$ cat src/rtl/clk_switch_seq.sv
// Clock-source switch sequencer: reset hold, source change, MMCM re-lock, frequency check, bounded retries.
// Timed states last exactly their parameter count; switch_req is only honoured in IDLE or FAIL.
module clk_switch_seq #(
  parameter int RST_HOLD_CYCLES     = 16,
  parameter int SETTLE_CYCLES       = 64,
  parameter int LOCK_TIMEOUT_CYCLES = 100000,
  parameter int MEAS_CYCLES         = 65536,
  parameter int MEAS_SETTLE_CYCLES  = 8,
  parameter int MAX_RETRIES         = 3
) (
  input  logic        pl_clk0_i,
  input  logic        pl_reset_n_i,
  input  logic        switch_req_i,
  input  logic        switch_sel_i,
  input  logic [23:0] fmeas_min_i,
  input  logic [23:0] fmeas_max_i,
  input  logic        clk_locked_i,
  input  logic [23:0] fmeas_count_i,
  output logic        clk_reset_o,
  output logic        sys_reset_o,
  output logic        clkin_src_sel_o,
  output logic        fmeas_enable_o,
  output logic        busy_o,
  output logic        done_o,
  output logic        error_o,
  output logic [1:0]  err_code_o,
  output logic [1:0]  retry_count_o,
  output logic [23:0] meas_count_o
);

  function automatic int max2(input int a, input int b);
    return (a > b) ? a : b;
  endfunction

  localparam int TMAX = max2(max2(RST_HOLD_CYCLES, SETTLE_CYCLES),
                             max2(max2(LOCK_TIMEOUT_CYCLES, MEAS_CYCLES), MEAS_SETTLE_CYCLES));
  localparam int TW   = $clog2(TMAX + 1);

  localparam logic [TW-1:0] RST_LAST    = TW'(RST_HOLD_CYCLES - 1);
  localparam logic [TW-1:0] SETTLE_LAST = TW'(SETTLE_CYCLES - 1);
  localparam logic [TW-1:0] LOCK_LAST   = TW'(LOCK_TIMEOUT_CYCLES - 1);
  localparam logic [TW-1:0] MEAS_LAST   = TW'(MEAS_CYCLES - 1);
  localparam logic [TW-1:0] MSET_LAST   = TW'(MEAS_SETTLE_CYCLES - 1);
  localparam logic [1:0]    MAX_R       = 2'(MAX_RETRIES);

  typedef enum logic [3:0] {
    IDLE, ASSERT_RST, SWITCH, RELEASE, WAIT_LOCK,
    MEASURE, SAMPLE, CHECK, RUN, FAIL
  } state_t;

  state_t        state_q, state_d;
  logic [TW-1:0] timer_q, timer_d;
  logic          target_q, target_d;
  logic          src_q, src_d;
  logic [1:0]    retry_q, retry_d;
  logic [1:0]    err_q, err_d;
  logic [23:0]   meas_q, meas_d;
  logic          fail;
  logic [1:0]    cause;
  logic          in_window;

  assign in_window = (meas_q >= fmeas_min_i) && (meas_q <= fmeas_max_i);

  always_ff @(posedge pl_clk0_i) begin
    if (!pl_reset_n_i) begin
      state_q  <= ASSERT_RST;
      timer_q  <= '0;
      target_q <= 1'b0;
      src_q    <= 1'b0;
      retry_q  <= 2'd0;
      err_q    <= 2'd0;
      meas_q   <= 24'd0;
    end else begin
      state_q  <= state_d;
      timer_q  <= timer_d;
      target_q <= target_d;
      src_q    <= src_d;
      retry_q  <= retry_d;
      err_q    <= err_d;
      meas_q   <= meas_d;
    end
  end

  // Timer only advances while staying in a timed state, so it never wraps.
  always_comb begin
    state_d  = state_q;
    timer_d  = '0;
    target_d = target_q;
    src_d    = src_q;
    retry_d  = retry_q;
    err_d    = err_q;
    meas_d   = meas_q;
    fail     = 1'b0;
    cause    = 2'd0;
    case (state_q)
      IDLE, FAIL: begin
        if (switch_req_i) begin
          target_d = switch_sel_i;
          retry_d  = 2'd0;
          err_d    = 2'd0;
          state_d  = ASSERT_RST;
        end else if (state_q == IDLE && !clk_locked_i) begin
          target_d = src_q;
          retry_d  = 2'd0;
          err_d    = 2'd3;
          state_d  = ASSERT_RST;
        end
      end
      ASSERT_RST: begin
        if (timer_q == RST_LAST) begin
          state_d = SWITCH;
          src_d   = target_q;
        end else timer_d = timer_q + 1'b1;
      end
      SWITCH: begin
        if (timer_q == SETTLE_LAST) state_d = RELEASE;
        else timer_d = timer_q + 1'b1;
      end
      RELEASE: state_d = WAIT_LOCK;
      WAIT_LOCK: begin
        if (clk_locked_i) state_d = MEASURE;
        else if (timer_q == LOCK_LAST) begin
          fail  = 1'b1;
          cause = 2'd1;
        end else timer_d = timer_q + 1'b1;
      end
      MEASURE, SAMPLE, CHECK, RUN: begin
        if (!clk_locked_i) begin
          fail  = 1'b1;
          cause = 2'd3;
        end else if (state_q == MEASURE) begin
          if (timer_q == MEAS_LAST) state_d = SAMPLE;
          else timer_d = timer_q + 1'b1;
        end else if (state_q == SAMPLE) begin
          if (timer_q == MSET_LAST) begin
            meas_d  = fmeas_count_i;
            state_d = CHECK;
          end else timer_d = timer_q + 1'b1;
        end else if (state_q == CHECK) begin
          if (in_window) state_d = RUN;
          else begin
            fail  = 1'b1;
            cause = 2'd2;
          end
        end else state_d = IDLE;
      end
      default: state_d = ASSERT_RST;
    endcase
    if (fail) begin
      err_d = cause;
      if (retry_q < MAX_R) begin
        retry_d = retry_q + 2'd1;
        state_d = ASSERT_RST;
      end else begin
        state_d = FAIL;
      end
    end
  end

  always_comb begin
    clk_reset_o    = 1'b0;
    sys_reset_o    = 1'b1;
    fmeas_enable_o = 1'b0;
    busy_o         = 1'b1;
    done_o         = 1'b0;
    error_o        = 1'b0;
    case (state_q)
      ASSERT_RST, SWITCH: clk_reset_o = 1'b1;
      MEASURE:            fmeas_enable_o = 1'b1;
      RUN: begin
        sys_reset_o = 1'b0;
        done_o      = clk_locked_i;
      end
      IDLE: begin
        sys_reset_o = 1'b0;
        busy_o      = 1'b0;
      end
      FAIL: begin
        clk_reset_o = 1'b1;
        busy_o      = 1'b0;
        error_o     = 1'b1;
      end
      default: ;
    endcase
  end

  assign clkin_src_sel_o = src_q;
  assign err_code_o      = err_q;
  assign retry_count_o   = retry_q;
  assign meas_count_o    = meas_q;

endmodule

$ cat config.mk
export PLATFORM = sky130hd
export DESIGN_NAME = clk_switch_seq
export DESIGN_NICKNAME = d
export VERILOG_FILES = /design/src/rtl/clk_switch_seq.sv
export SDC_FILE = /design/constraint.sdc
export NUM_CORES = 1
export LEC_CHECK = 0
export CORE_MARGIN = 2
export CORE_UTILIZATION = 49
export CTS_BUF_LIST = sky130_fd_sc_hd__clkbuf_4 sky130_fd_sc_hd__clkbuf_8
export CTS_CLUSTER_SIZE = 10
export DETAILED_ROUTE_END_ITERATION = 7
export PLACE_DENSITY = 0.92
export SLEW_MARGIN = 20
export SYNTH_ARGS = -nofsm -noshare
export SYNTH_HDL_FRONTEND = slang
export SYNTH_SLANG_ARGS = --single-unit
$ cat constraint.sdc
create_clock -name pl_clk0_i -period 3.69 [get_ports pl_clk0_i]
set_input_delay 0.369 -clock pl_clk0_i [delete_from_list [all_inputs] [get_ports pl_clk0_i]]
set_output_delay 0.369 -clock pl_clk0_i [all_outputs]
set_load 0.01 [all_outputs]
Word-level counts from Yosys, hierarchy flattened
Index checks and enable logic that the tools add are counted. Widths: inputs -> output; s select.

Add/sub/neg operators: 2. $lt $le $gt $ge: 3. Eq/ne operators: 22. Multiplexer cells: 58. Bitwise logic cells: 1. Reductions and logical operators: 16.

Operator list (count): $mux 17 (9); $pmux 17 s4 (1); $mux 4 (14); $mux 2 (14); $ge 24x24->1 (1); $le 24x24->1 (1); $pmux 4 s6 (1); $add 17x1->17 const B (1); $eq 17x16->1 const B (1); $eq 17x17->1 const B (1); $eq 17x3->1 const B (1); $eq 17x4->1 const B (1); $eq 17x6->1 const B (1); $mux 1 (17); $eq 4x3->1 const B (4); $ne 3x3->1 const B (4); $eq 4x2->1 const B (2); $eq 4x4->1 const B (2); $reduce_and 8->1 (1); $ne 6x6->1 const B (1); $reduce_and 2->1 (3); $ne 5x5->1 const B (1); $reduce_and 5->1 (1); $eq 4x1->1 const B (1); 15 further kinds (18).

Register bits: 51. Input bits: 77. Output and inout bits: 35. Logic and storage cells: 109.

Depth between registers and ports, before layout
Gate-level depths: netlist of the first run.

Depth after elaboration: 10. Gate-level depth with buffers: 14. Mapped depth without buffers: 13.

Worst setup path after synthesis of the first run
OpenSTA, ideal clock, no wires.

Path kind: flip-flop to flip-flop. Start point: register timer_q[0]. End point: register state_q[1]. Library setup time: 80 ps. Data arrival time: 2641 ps. Required time: 3610 ps. Setup slack: 969 ps. Cell stages (with the launch flop): 15. Buffers on the path: 1. Period minus slack after synthesis: 2721 ps. Path through: dfxtp_1 -> ha_1 -> and3_1 -> nand3_1 -> nor2_1 -> nand3_1 -> inv_1 -> ha_1 -> inv_1 -> a31oi_1 -> o221ai_1 -> or3_1 -> buf_2 -> or3_1 -> a211oi_2.

Cells in the longest elaborated chain, start to end: 6. Elaborated cells between the ends (all ways): 18. Those cells by class: eq/ne: 13; mux: 4; reduce/logical: 1.

RTL lines: start, declared (RTL line 52) `logic [TW-1:0] timer_q, timer_d;`; start signal, assigned (RTL line 75) `timer_q <= timer_d;`; $eq 17x17->1 (RTL line 122) `else if (timer_q == LOCK_LAST) begin`; $mux 1 (RTL line 122); $mux 1 (RTL line 121) `if (clk_locked_i) state_d = MEASURE;`; $pmux 1 s2 (RTL line 95) `case (state_q)`; $ne 6x6->1 (no line) (tied with other cells); $reduce_and 8->1 (no line); end signal, assigned (RTL line 74) `state_q <= state_d;`; end, declared (RTL line 51) `state_t state_q, state_d;`.

Several ways; a longest one is shown, not always the timed one. A chain may end at the register's enable or synchronous reset.

Worst setup path after layout of the first run
Same ends and word-level chain as after synthesis.

==> impl_metrics.toml, run 1 <==
[power_and_ir_drop]
leakagePower_nw = 2.14
power.total_w = 0.00170
ir_worst_vdd_mv = 0.223
p_per_area_nw_per_um2 = 343

[timing]
fin_ws_ns = 0.623
rsz0062_at_grt = "false"
post-route-period-util_pct = 83.1
hold_viol_final = 0
fmax_ghz = 0.326
setup_violations = 0
max_slew.worst_pin.slew_ns = 0.993
maxSlewViolCount = 0
period_minus_slack_ns = 3.07
fin_skew_ns = 0.0118
slew_headroom_pct = 33.7
fin_tns_setup_ns = 0

[routing]
viasPerCell = 5.65
totalWireLength_um = 10100
drt_iter0_markers = 161
num_vias = 3647
ant_nets = 0
drt_drc_violations_left = 0
drt_pre_antenna_iters = 4
wire_per_inst_um = 15.7

[cells_and_area]
nNetsFinal = 675
drive_above_1_share_pct = 2.93
n_antenna_cell = 0
area_growth_pct = 35.2
instances_no_fill = 645
final.fill_count = 579

[synth]
synth_edf_count = 0
synth-async-reset-ratio_pct = 0
synth_most_common_cell = "inv_1"
ys_types = 54
ys_warn_count = 0
synth_fp_nets = 572
synth_area_um2 = 3660
yosysTopAreaCellShare_pct = 27.9
yosys.area.top_type = "dfxtp_1"
ys_seq_area_share_pct = 27.9
synthCells = 443
synth_ff_type = "dfxtp_1"
synth_common_cells = "inv_1, ha_1, dfxtp_1"
syn_area_per_cell_um2 = 8.26
ys_seq_elements = 51
synth.area.top_cells = "dfxtp_1, ha_1, mux2i_1"

[global_routing]
antenna_found_initial = 0
grt_pass1_vias = 3634
grt_use_total_pct = 25.2
grt_overflow = 0
grt_pass1_wl_um = 17200
grt_max_degree = 31

[floorplanning]
die_h_um = 90.4
chipWidth_um = 90.4
io_pins = 112
coreArea_um2 = 7250
die_area_um2 = 8180
rows = 31
start_util_pct = 50.5

[setup_path]
r2r_setup_slack_ns = 0.62
crit_arrival_ns = 3.29
reg2reg_to = "state_q[1]$_SDFFE_PN0P_"
crit_required_ns = 3.91
start_kind = "flip-flop"
r2r_start = "timer_q[0]$_SDFF_PN0_"
crit_end = "state_q[1]$_SDFFE_PN0P_"
crit_start = "timer_q[0]$_SDFF_PN0_"
critical_path_class = "reg2reg"
path_max_fanout = 7
end_kind = "flip-flop"
worstRegToRegCells = 13

[cts]
clockRootBuffer = "clkbuf_8"
clk_pin_slew_ns = 0.09
postCtsHoldBufs = 0
postCtsSetupBuffers = 0
cts_resized = 0
cts_sinks = 51
clkLatencyLatePin_ns = 0.31
cts_tree = "done"
clk_path_buf_depth = 2
h-tree-depth = 2
cts_buffers = 5

[outcome]
outcome = "finished, final reports clean"

[place]
post-dp-hpwl_um = 8030
portBuffers = 111
dp_slack_ns = 0.373
gp_congestion = 0.877
dpl.cell_count = 638

[flow_run]
max-cap-violations = 0

[worst_hold_path]
hold_path.class = "reg2reg"
## cell usage in the layout, fill, tap and decap left out, drive strengths merged, types with 2 or more instances in the layout
master	n
a211oi	6
nor3	4
nand2	20
buf	3
a21o	9
a311oi	2
a221o	2
or3	4
clkdlybuf4s50	111
o21ai	6
a31oi	4
xnor2	8
nand3	20
xor2	6
and3	8
ha	52
a21oi	23
nand4	13
nor2	44
nor4	22
mux2i	29
nand2b	6
inv	53
clkbuf	6
or4	2
and2	2
or2	2
nand3b	3
a221oi	2
dfxtp	51
nor2b	5
## worst min path at each step
| stage | startpoint | end | slack [ns] | cells after the start |
|---|---|---|---|---|
| after global routing | timer_q[0]$_SDFF_PN0_ | timer_q[0]$_SDFF_PN0_ | 0.51 | 1 |
| after detailed placement | timer_q[0]$_SDFF_PN0_ | timer_q[0]$_SDFF_PN0_ | 0.46 | 1 |
| after floorplan | timer_q[0]$_SDFF_PN0_ | timer_q[0]$_SDFF_PN0_ | 0.42 | 1 |
| final | timer_q[0]$_SDFF_PN0_ | timer_q[0]$_SDFF_PN0_ | 0.47 | 1 |
| after CTS | timer_q[0]$_SDFF_PN0_ | timer_q[0]$_SDFF_PN0_ | 0.48 | 1 |
| after global placement | timer_q[0]$_SDFF_PN0_ | timer_q[0]$_SDFF_PN0_ | 0.44 | 1 |
## logic make-up after synthesis
logic type | count (synthesis) | synth area share, %
fa+ha+maj | 52 | 17.8
compound gates | 67 | 12.5
xor+xnor | 14 | 3.35
buf+inv | 71 | 7.52
mux | 29 | 7.93
flops | 51 | 27.9
simple gates | 159 | 23.1
## registers in the layout, indices dropped and copies added, names as in the netlist
name	cells
timer_q	17
clkin_src_sel_o	1
target_q	1
state_q	4
meas_count_o	24
retry_count_o	2
err_code_o	2
## through the flow
step | instance area, um2 | hold WS [ns] | util [%]
3_5_place_dp | 4840 | 0.459 | 66.8
3_3_place_gp | 4840 | 0.436 | 66.8
6_report | 4950 | 0.473 | 68.2
4_1_cts | 4950 | 0.476 | 68.2
5_1_grt | 4950 | 0.507 | 68.2
2_1_floorplan | 3660 | 0.422 | -
## power breakdown
part	total [W]	internal, W	switching [W]
clock	0.000390	0.000207	0.000184
combinational	0.000637	0.000294	0.000343
sequential	0.000669	0.000589	0.0000801
## layer usage
layer | track usage, % | routed length, um
met2 | 46.0 | 5250
met5 | 0 | 0
met4 | 7.31 | 195
met3 | 3.76 | 462
met1 | 30.4 | 4240
## worst max-delay path, stage by stage, from the launching register on
cell and delay (ns):
dfxtp_1 0.37, ha_1 0.24, and3_1 0.21, nand3_1 0.19, nor2_1 0.32, nand3_1 0.16
inv_1 0.08, ha_1 0.13, inv_1 0.05, a31oi_1 0.15, o221ai_1 0.12, or3_1 0.44
or3_1 0.36, a211oi_2 0.17
## layout make-up
class | count | area (um2) | area share, %
multi-input combinational | 321 | 2360 | 47.8
timing repair buffer | 114 | 1130 | 22.9
clock buffer | 6 | 76.3 | 1.54
sequential | 51 | 1020 | 20.6
inverter | 53 | 199 | 4.02
clock inverter | 1 | 30.0 | 0.607
tap | 99 | 124 | 2.50
Power figures use the tool's default switching activity.
==> inputs of run 2 (changes only) <==
Settings changed: CORE_UTILIZATION 49 to 44, PLACE_DENSITY 0.92 to 0.88.
Clock period 3.69 ns to 2.5 ns, I/O delays scaled along.
==> run 2 against run 1 <==
The run now ends with DRC, setup timing left. Critical path depth shrank 4. Largest power group is now combinational cells. Via count is 21% higher. Setup slack worse by 1.1 ns. Sequential power grew 51%. Die area is 11% higher. Fmax is 3.8% higher. Critical endpoint is now retry_count_o[1]$_SDFF_PN0_.
==> impl_metrics.toml, run 2 (synthesis gave the netlist of run 1 again) <==
[outcome]
outcome = "finished, violations left"
violations = "DRC, setup timing"

[cts]
h-tree-depth = 2
clk_path_buf_depth = 2
cts_sinks = 51
clk_pin_slew_ns = 0.11
clockRootBuffer = "clkbuf_8"
clkLatencyLatePin_ns = 0.33
cts_buffers = 5
cts_tree = "done"

[setup_path]
r2r_setup_slack_ns = -0.45
worstRegToRegCells = 9
path_max_fanout = 3
path_delay_family = "compound AO/OA/AOI/OAI gates"
critical_path_class = "reg2reg"
path_buf_inv = 1
cpPeakStageDelay_ns = 0.49
end_kind = "flip-flop"
r2r_start = "meas_count_o[18]$_SDFFE_PN0P_"
start_kind = "flip-flop"
crit_arrival_ns = 3.19
crit_chain = "ha_1, and2_4, a221o_1, a221oi_2, o21ai_2, or3_4, a31oi_1, buf_4, mux2i_2"
reg2reg_to = "retry_count_o[1]$_SDFF_PN0_"
slowest_stage = "a221oi_2"
crit_required_ns = 2.73

[global_routing]
grt_use_total_pct = 30.0
antenna_found_initial = 0
grt_overflow = 0
grt_pass1_wl_um = 21200
grt_pass1_vias = 4360
grt_max_degree = 25

[timing]
hold_viol_final = 0
post-route-period-util_pct = 118
setup_violations = 26
max_slew.worst_pin.slew_ns = 1.09
rsz0062_at_grt = "true"
maxSlewViolCount = 0
period_minus_slack_ns = 2.95
fmax_ghz = 0.338
slew_headroom_pct = 26.8
fin_tns_setup_ns = -6.58
fin_ws_ns = -0.455
fin_skew_ns = 0.0181

[place]
gp_congestion = 0.955
post-dp-hpwl_um = 8460
portBuffers = 111

[cells_and_area]
n_antenna_cell = 0
final_cell_mix = "clkdlybuf4s50_1, buf_4, inv_1"
drive_above_1_share_pct = 27.3
layout_commonest_cell = "clkdlybuf4s50_1"
largest_register_ffs = 24
final.fill_count = 462
area_growth_pct = 67.6
nNetsFinal = 748
fin_util_pct = 75.4

[routing]
ant_nets = 0
num_vias = 4421
totalWireLength_um = 15200
viasPerCell = 6.11
drt_pre_antenna_iters = 8
drt_drc_violations_left = 1
drt_iter0_markers = 376
wire_per_inst_um = 21.0

[power_and_ir_drop]
ir_worst_vdd_mv = 0.380
switching_share_pct = 40.5
seq_power_share_pct = 32.4
leakagePower_nw = 2.60
p_per_area_nw_per_um2 = 508
power.switching_w = 0.00126
pwr-share-clk_pct = 19.2
pwr-share-comb_pct = 48.4
intPower_w = 0.00185

[floorplanning]
rows = 33
start_util_pct = 45.0
chipWidth_um = 95.2
die_h_um = 95.2
coreArea_um2 = 8130
die_area_um2 = 9070
io_pins = 112

[worst_hold_path]
hold_path.class = "in2reg"
min-delay-start = "fmeas_count_i[16]"
min_to = "meas_count_o[16]$_SDFFE_PN0P_"
holdPathStages = 3

[flow_run]
max-cap-violations = 0
run 2: cell count changes in the layout (fill, tap and decap cells not counted), moves of 12 or more:
| cell | delta |
|---|---|
| nor4_1 | -16 |
| ha_1 | -16 |
| buf_4 | +57 |
| dfxtp_1 | -12 |
| dfxtp_2 | +12 |
| buf_6 | +13 |
| ha_4 | +15 |
run 2: how the worst max path moves through the flow:
stage	startpoint	to	slack, ns	cells past startpoint
final	meas_count_o[18]$_SDFFE_PN0P_	retry_count_o[1]$_SDFF_PN0_	-0.45	9
after global routing	meas_count_o[18]$_SDFFE_PN0P_	retry_count_o[1]$_SDFF_PN0_	-0.55	9
after CTS	meas_count_o[18]$_SDFFE_PN0P_	retry_count_o[1]$_SDFF_PN0_	-0.02	9
after detailed placement	fmeas_min_i[17]	retry_count_o[0]$_SDFF_PN0_	-0.60	11
after global placement	fmeas_min_i[17]	retry_count_o[0]$_SDFF_PN0_	-0.53	11
after floorplan	meas_count_o[17]$_SDFFE_PN0P_	retry_count_o[0]$_SDFF_PN0_	0.02	8
run 2: layout make-up:
cell class              instances  area (um2)  share of cell area, %
inverters                      53         199                   3.24
multi-input cells             321        2890                   47.0
clock buffers                   5        68.8                   1.12
well taps                     105         131                   2.14
flip-flops and latches         51        1040                   16.9
clock inverters                 2        37.5                  0.612
repair buffers                187        1780                   29.0
run 2: power by group through the flow:
stage               Combinational (W)  Sequential (W)  Clock [W]
detailed placement            0.00105         0.00101          0
global placement              0.00101        0.000997          0
finish                        0.00151         0.00101   0.000598
CTS                           0.00120        0.000985   0.000583
floorplan                    0.000646        0.000929          0
global route                  0.00160         0.00102   0.000639
run 2: stage by stage:
stage / hold WS [ns] / instances / cell area, um2 / total power (W) / setup slack (ns)
6_report: 0.533 / 724 / 6140 / 0.00312 / -0.455
5_1_grt: 0.554 / 724 / 6140 / 0.00325 / -0.548
2_1_floorplan: 0.397 / 443 / 3710 / 0.00157 / 0.0165
3_5_place_dp: 0.445 / 684 / 5220 / 0.00205 / -0.598
4_1_cts: 0.526 / 715 / 5820 / 0.00277 / -0.0193
3_3_place_gp: 0.431 / 684 / 5220 / 0.00201 / -0.534
run 2: worst min-delay path: stages:
cell	delay, ns
clkdlybuf4s50_1	0.39
mux2i_1	0.13
nor2_1	0.05
run 2: what timing repair did:
item,in CTS,in global routing
setup endpoints to repair,24,26
gates resized for setup,63,50
setup buffers,24,10
hold buffers,0,0
pin swaps,21,21
cloned,1,0
hold endpoints to repair,0,0
run 2: metal layers:
layer / vias up / share of wire [%] / track usage [%]
met3: 106 / 8.9 / 6.17
met1: 2073 / 35 / 33.1
li1: 1936 / - / -
met2: 306 / 49 / 54.8
met5: - / 0 / 0
met4: 0 / 6.9 / 13.8
==> inputs of run 3 (changes only) <==
Settings changed: SLEW_MARGIN 20 to 0.
==> results of run 3 <==
No change in the layout: final DEF, timing and power equal those of run 2.
==> variant 1, RTL diff (flow settings as in run 2) <==
Change the parameter `MEAS_SETTLE_CYCLES` from 8 to 16.
--- a/src/rtl/clk_switch_seq.sv
+++ b/src/rtl/clk_switch_seq.sv
@@ -7,3 +7,3 @@
   parameter int MEAS_CYCLES         = 65536,
-  parameter int MEAS_SETTLE_CYCLES  = 8,
+  parameter int MEAS_SETTLE_CYCLES  = 16,
   parameter int MAX_RETRIES         = 3
Function: no difference found for any inputs over 10 cycles, from zero or initial values and one cycle with pl_reset_n_i low; that may be too few to reach the edited logic, so the function may still have changed.
==> variant 1 against run 2 <==
- global-route usage shrank 4.7 points
- highest routed layer unchanged
- the run ends with setup timing left
- largest cell class unchanged
- power shrank 2.8%
- routed wire length shrank 7.2%
- setup slack gained 0.29 ns
- design area shrank 4.2%
- synthesized area grew 0.96%
- sequential cell count is the same
- critical path depth grew 4
- count of clock-buffer cells in the layout grew 1
- die area grew 0.92%
==> variant 1: results (changes against run 2) <==
[sta]
tns_ns=-1.251  ; was -6.576 ns
final-setup-viol-count=22  ; was 26
worst_slack_ns=-0.1664  ; was -0.4548 ns
max-slew-margin-rel_pct=42.16  ; was 26.85%
holdWs_ns=0.5281  ; was 0.5328 ns

[drt]
vias=4186  ; was 4421
dr.pass1.iters=5  ; was 8
drtIter0Drc=301  ; was 376

[synth]
seq_area_frac_synth_pct=27.62  ; was 27.89%
netlist_top_cells_area=dfxtp_1, ha_1, mux2i_1  ; unchanged
syn_nets=581  ; was 572
synth_common_cells=inv_1, ha_1, dfxtp_1, nor2_1, a21oi_1  ; was inv_1, ha_1, dfxtp_1, nor2_1, mux2i_1

[power]
leakagePower_nw=2.564  ; was 2.601 nW
clock_power_uw=583  ; was 598 uW
p_sw_share_pct=37.38  ; was 40.55%

[grt]
grt_pass1_wl_mm=18.20  ; was 21.21 mm

[hold_path]
whs_path_depth=2  ; was 3
min_path_type=register to register  ; was input pin to register
hold_start=timer_q[0]$_SDFF_PN0_  ; was fmeas_count_i[16]
hold_path_end=timer_q[0]$_SDFF_PN0_  ; was meas_count_o[16]$_SDFFE_PN0P_

[setup_path]
rr_worst_depth=13  ; was 9
arrival_ns=2.87  ; was 3.19 ns
path_max_fanout=2  ; was 3

[placement]
dp_cells=703  ; was 684
dpl_cell_area_mm2=0.005275  ; was 0.005220 mm^2
dpl.hpwl_mm=9.051  ; was 8.464 mm

[run_status]
violations=setup timing  ; was DRC, setup timing
status=finished with violations  ; unchanged

[cells_and_area]
fillers=518  ; was 462
final_nets=747  ; was 748

==> variant 1: cell types whose count changed after synthesis, moves of 7 or more <==
cell	before	now
nand3_1	20	12
a21oi_1	23	34
a21o_1	9	2
nor4_1	20	4
nor3_1	4	20
nand2_1	20	31
o21ai_0	5	13
==> variant 1: timing repair <==
action,4_1_cts,5_1_grt
pin swaps,10,22
setup endpoints to repair,22,48
hold buffers,0,0
cloned,0,3
resized for setup,8,56
buffers inserted,5,6
==> variant 1: cell type report <==
class | count | area (um^2) | share of cell area (%)
Clock inverter | 1 | 30.03 | 0.5111
Tap cell | 105 | 131.4 | 2.236
Timing Repair Buffer | 173 | 1687 | 28.71
Inverter | 60 | 225.2 | 3.833
Clock buffer | 6 | 76.32 | 1.299
Sequential cell | 51 | 1028 | 17.50
Multi-Input combinational cell | 327 | 2698 | 45.91
==> variant 1: cell families (layout without fill, tap and decap cells) <==
group	count (synthesis)	in the layout	share of synthesized area (%)
AO/OA/AOI/OAI	76	76	13.81
XOR/XNOR	14	14	3.318
adder cells (fa/ha/maj)	52	52	17.60
buffers and inverters	74	240	8.091
flip-flops	51	51	27.62
multiplexers	28	28	7.583
AND/OR/NAND/NOR	157	157	21.97
==> variant 1: layer usage <==
metal  GRT usage (%)  wire (um)  part of all wire, %
met1           27.84       5324                   38
met2           46.33       6820                   48
met3           4.901       1178                  8.4
met4           11.67        764                  5.4
met5               0          0                    0
==> variant 1: worst max-delay path: stages (launching register included) <==
cell	delay [ns]
dfxtp_2	0.36
ha_4	0.13
and3_4	0.17
and3_4	0.18
and2_4	0.14
nand4_1	0.14
inv_1	0.09
ha_2	0.18
inv_2	0.04
a31oi_1	0.14
o221a_2	0.24
o311ai_4	0.09
or4_1	0.47
a31o_1	0.19
==> variant 2, RTL diff (settings of run 2) <==
Made on the original files. Register the output `meas_count_o` once more, with the module's reset; this adds one clock of latency there. The other outputs are not delayed to match.
--- a/src/rtl/clk_switch_seq.sv
+++ b/src/rtl/clk_switch_seq.sv
@@ -189,3 +189,9 @@
   assign retry_count_o   = retry_q;
-  assign meas_count_o    = meas_q;
+  always_ff @(posedge pl_clk0_i) begin
+    if (!pl_reset_n_i) begin
+      meas_count_o <= '0;
+    end else begin
+      meas_count_o <= meas_q;
+    end
+  end
 
Function: no difference found for any inputs over 10 cycles, from zero or initial values and one cycle with pl_reset_n_i low; that may be too few to reach the edited logic, so the function may still have changed.
==> variant 2 against run 2 <==
- the run ends with setup timing left
- power rose by 6.2%
- global-route usage is 8.3 points lower
- design area is 5.6% higher
- setup slack improved by 0.26 ns
- core utilization down 8.8 points
- sequential cell count is 24 higher
- routed wire length is 13% lower
- synthesized area is 20% higher
- die area grew 19%
- critical path type unchanged
==> variant 2: results (changes against run 2) <==
[sta]
worstMarginPinSlew_ns=0.6516  ; was 1.095 ns
holdWs_ns=0.4727  ; was 0.5328 ns
fin_skew_ns=0.01443  ; was 0.01807 ns
worst_slack_ns=-0.1903  ; was -0.4548 ns
tns_ns=-0.8210  ; was -6.576 ns
final-setup-viol-count=13  ; was 26

[placement]
place_congestion=0.9208  ; was 0.9545
pre_cts_ws_ns=-0.3868  ; was -0.5977 ns
dpl_cell_area_mm2=0.005913  ; was 0.005220 mm^2
dp_cells=769  ; was 684
dpl.hpwl_mm=9.123  ; was 8.464 mm

[run_status]
status=finished with violations  ; unchanged
violations=setup timing  ; was DRC, setup timing

[power]
leakagePower_nw=2.741  ; was 2.601 nW
peakVddDrop_uv=332.7  ; was 380.2 uV
clock_power_uw=857  ; was 598 uW
p_sw_share_pct=33.44  ; was 40.55%
total_power_mw=3.310  ; was 3.117 mW
pwr-share-comb_pct=33.7  ; was 48.4%

[hold_path]
hold_path_end=clkin_src_sel_o$_SDFFE_PN0P_  ; was meas_count_o[16]$_SDFFE_PN0P_
hold_start=target_q$_SDFFE_PN0P_  ; was fmeas_count_i[16]
min_path_type=register to register  ; was input pin to register
whs_path_depth=2  ; was 3

[setup_path]
slowest_stage=or4b_4  ; was a221oi_2
cpPeakStageDelay_ns=0.64  ; was 0.49 ns
worstSetupStartpoint=timer_q[0]$_SDFF_PN0_  ; was meas_count_o[18]$_SDFFE_PN0P_
arrival_ns=2.94  ; was 3.19 ns
rr_worst_depth=13  ; was 9
path_max_fanout=7  ; was 3
cp_top_family=simple AND/OR/NAND/NOR gates  ; was compound AO/OA/AOI/OAI gates
worstSetupEndpoint=state_q[3]$_SDFFE_PN0P_  ; was retry_count_o[1]$_SDFF_PN0_

[drt]
routed_wl_mm=13.26  ; was 15.18 mm
met2RoutedLength_mm=6.695  ; was 7.454 mm
vias=4245  ; was 4421
wl_met3_um=731  ; was 1.353 mm
viasPerCell=5.333  ; was 6.106
drtIter0Drc=307  ; was 376

[grt]
grt_use_met2_pct=38.63  ; was 54.81%
grtUsageMet1_pct=24.95  ; was 33.07%
use_met3_pct=5.326  ; was 6.166%
grtUsageTotal_pct=21.69  ; was 30.00%
grt_pass1_wl_mm=19.13  ; was 21.21 mm

[synth]
synth_cell_type_count=58  ; was 54
synth_fa_ha_area_share_pct=14.81  ; was 17.77%
syn_nets=635  ; was 572
synthMuxAreaShare_pct=6.154  ; was 7.929%
synth_xor_area_share_pct=2.991  ; was 3.349%
syn_inst=506  ; was 443

[cells_and_area]
fillers=701  ; was 462
top_regs=meas_count_o: 24 flops, meas_q: 24 flops, timer_q: 17 flops
final_nets=787  ; was 748
drive_above_1_share_pct=18.55  ; was 27.30%

[cts]
h-tree-depth=3  ; was 2
clk_pin_slew_worst_paths_ns=0.08  ; was 0.11 ns
numCtsBuffers=9  ; was 5

[die]
coreArea_mm2=0.009729  ; was 0.008134 mm^2

==> variant 2: cell count changes after synthesis, sizes merged, moves of 6 or more <==
cell,before,now
dfxtp,51,75
a21oi,23,29
nand3,20,11
nor4,22,2
nor2,44,53
and2,2,26
nor3,4,17
==> variant 2: layout make-up <==
cell class	instances	area (um^2)	share of cell area, %
Clock buffer	9	123.9	1.911
Clock inverter	7	52.55	0.8108
Inverter	52	195.2	3.012
Multi-Input combinational cell	358	2851	44.00
Sequential cell	75	1521	23.47
Tap cell	133	166.4	2.568
Timing Repair Buffer	162	1570	24.23
==> variant 2: cell families after synthesis <==
group / after synthesis
xor gates and xnor gates: 15
AOI/OAI and AO/OA: 76
muxes: 27
adders and majority gates: 52
DFF: 75
and+or+nand+nor: 188
buffers and inverters: 73
==> variant 2: timing repair <==
item / in CTS / in global routing
resized for setup: 8 / 48
endpoints found under the setup margin: 24 / 46
buffers inserted: 0 / 9
endpoints found under the hold margin: 0 / 0
pin swaps: 0 / 21
gates cloned: 0 / 2
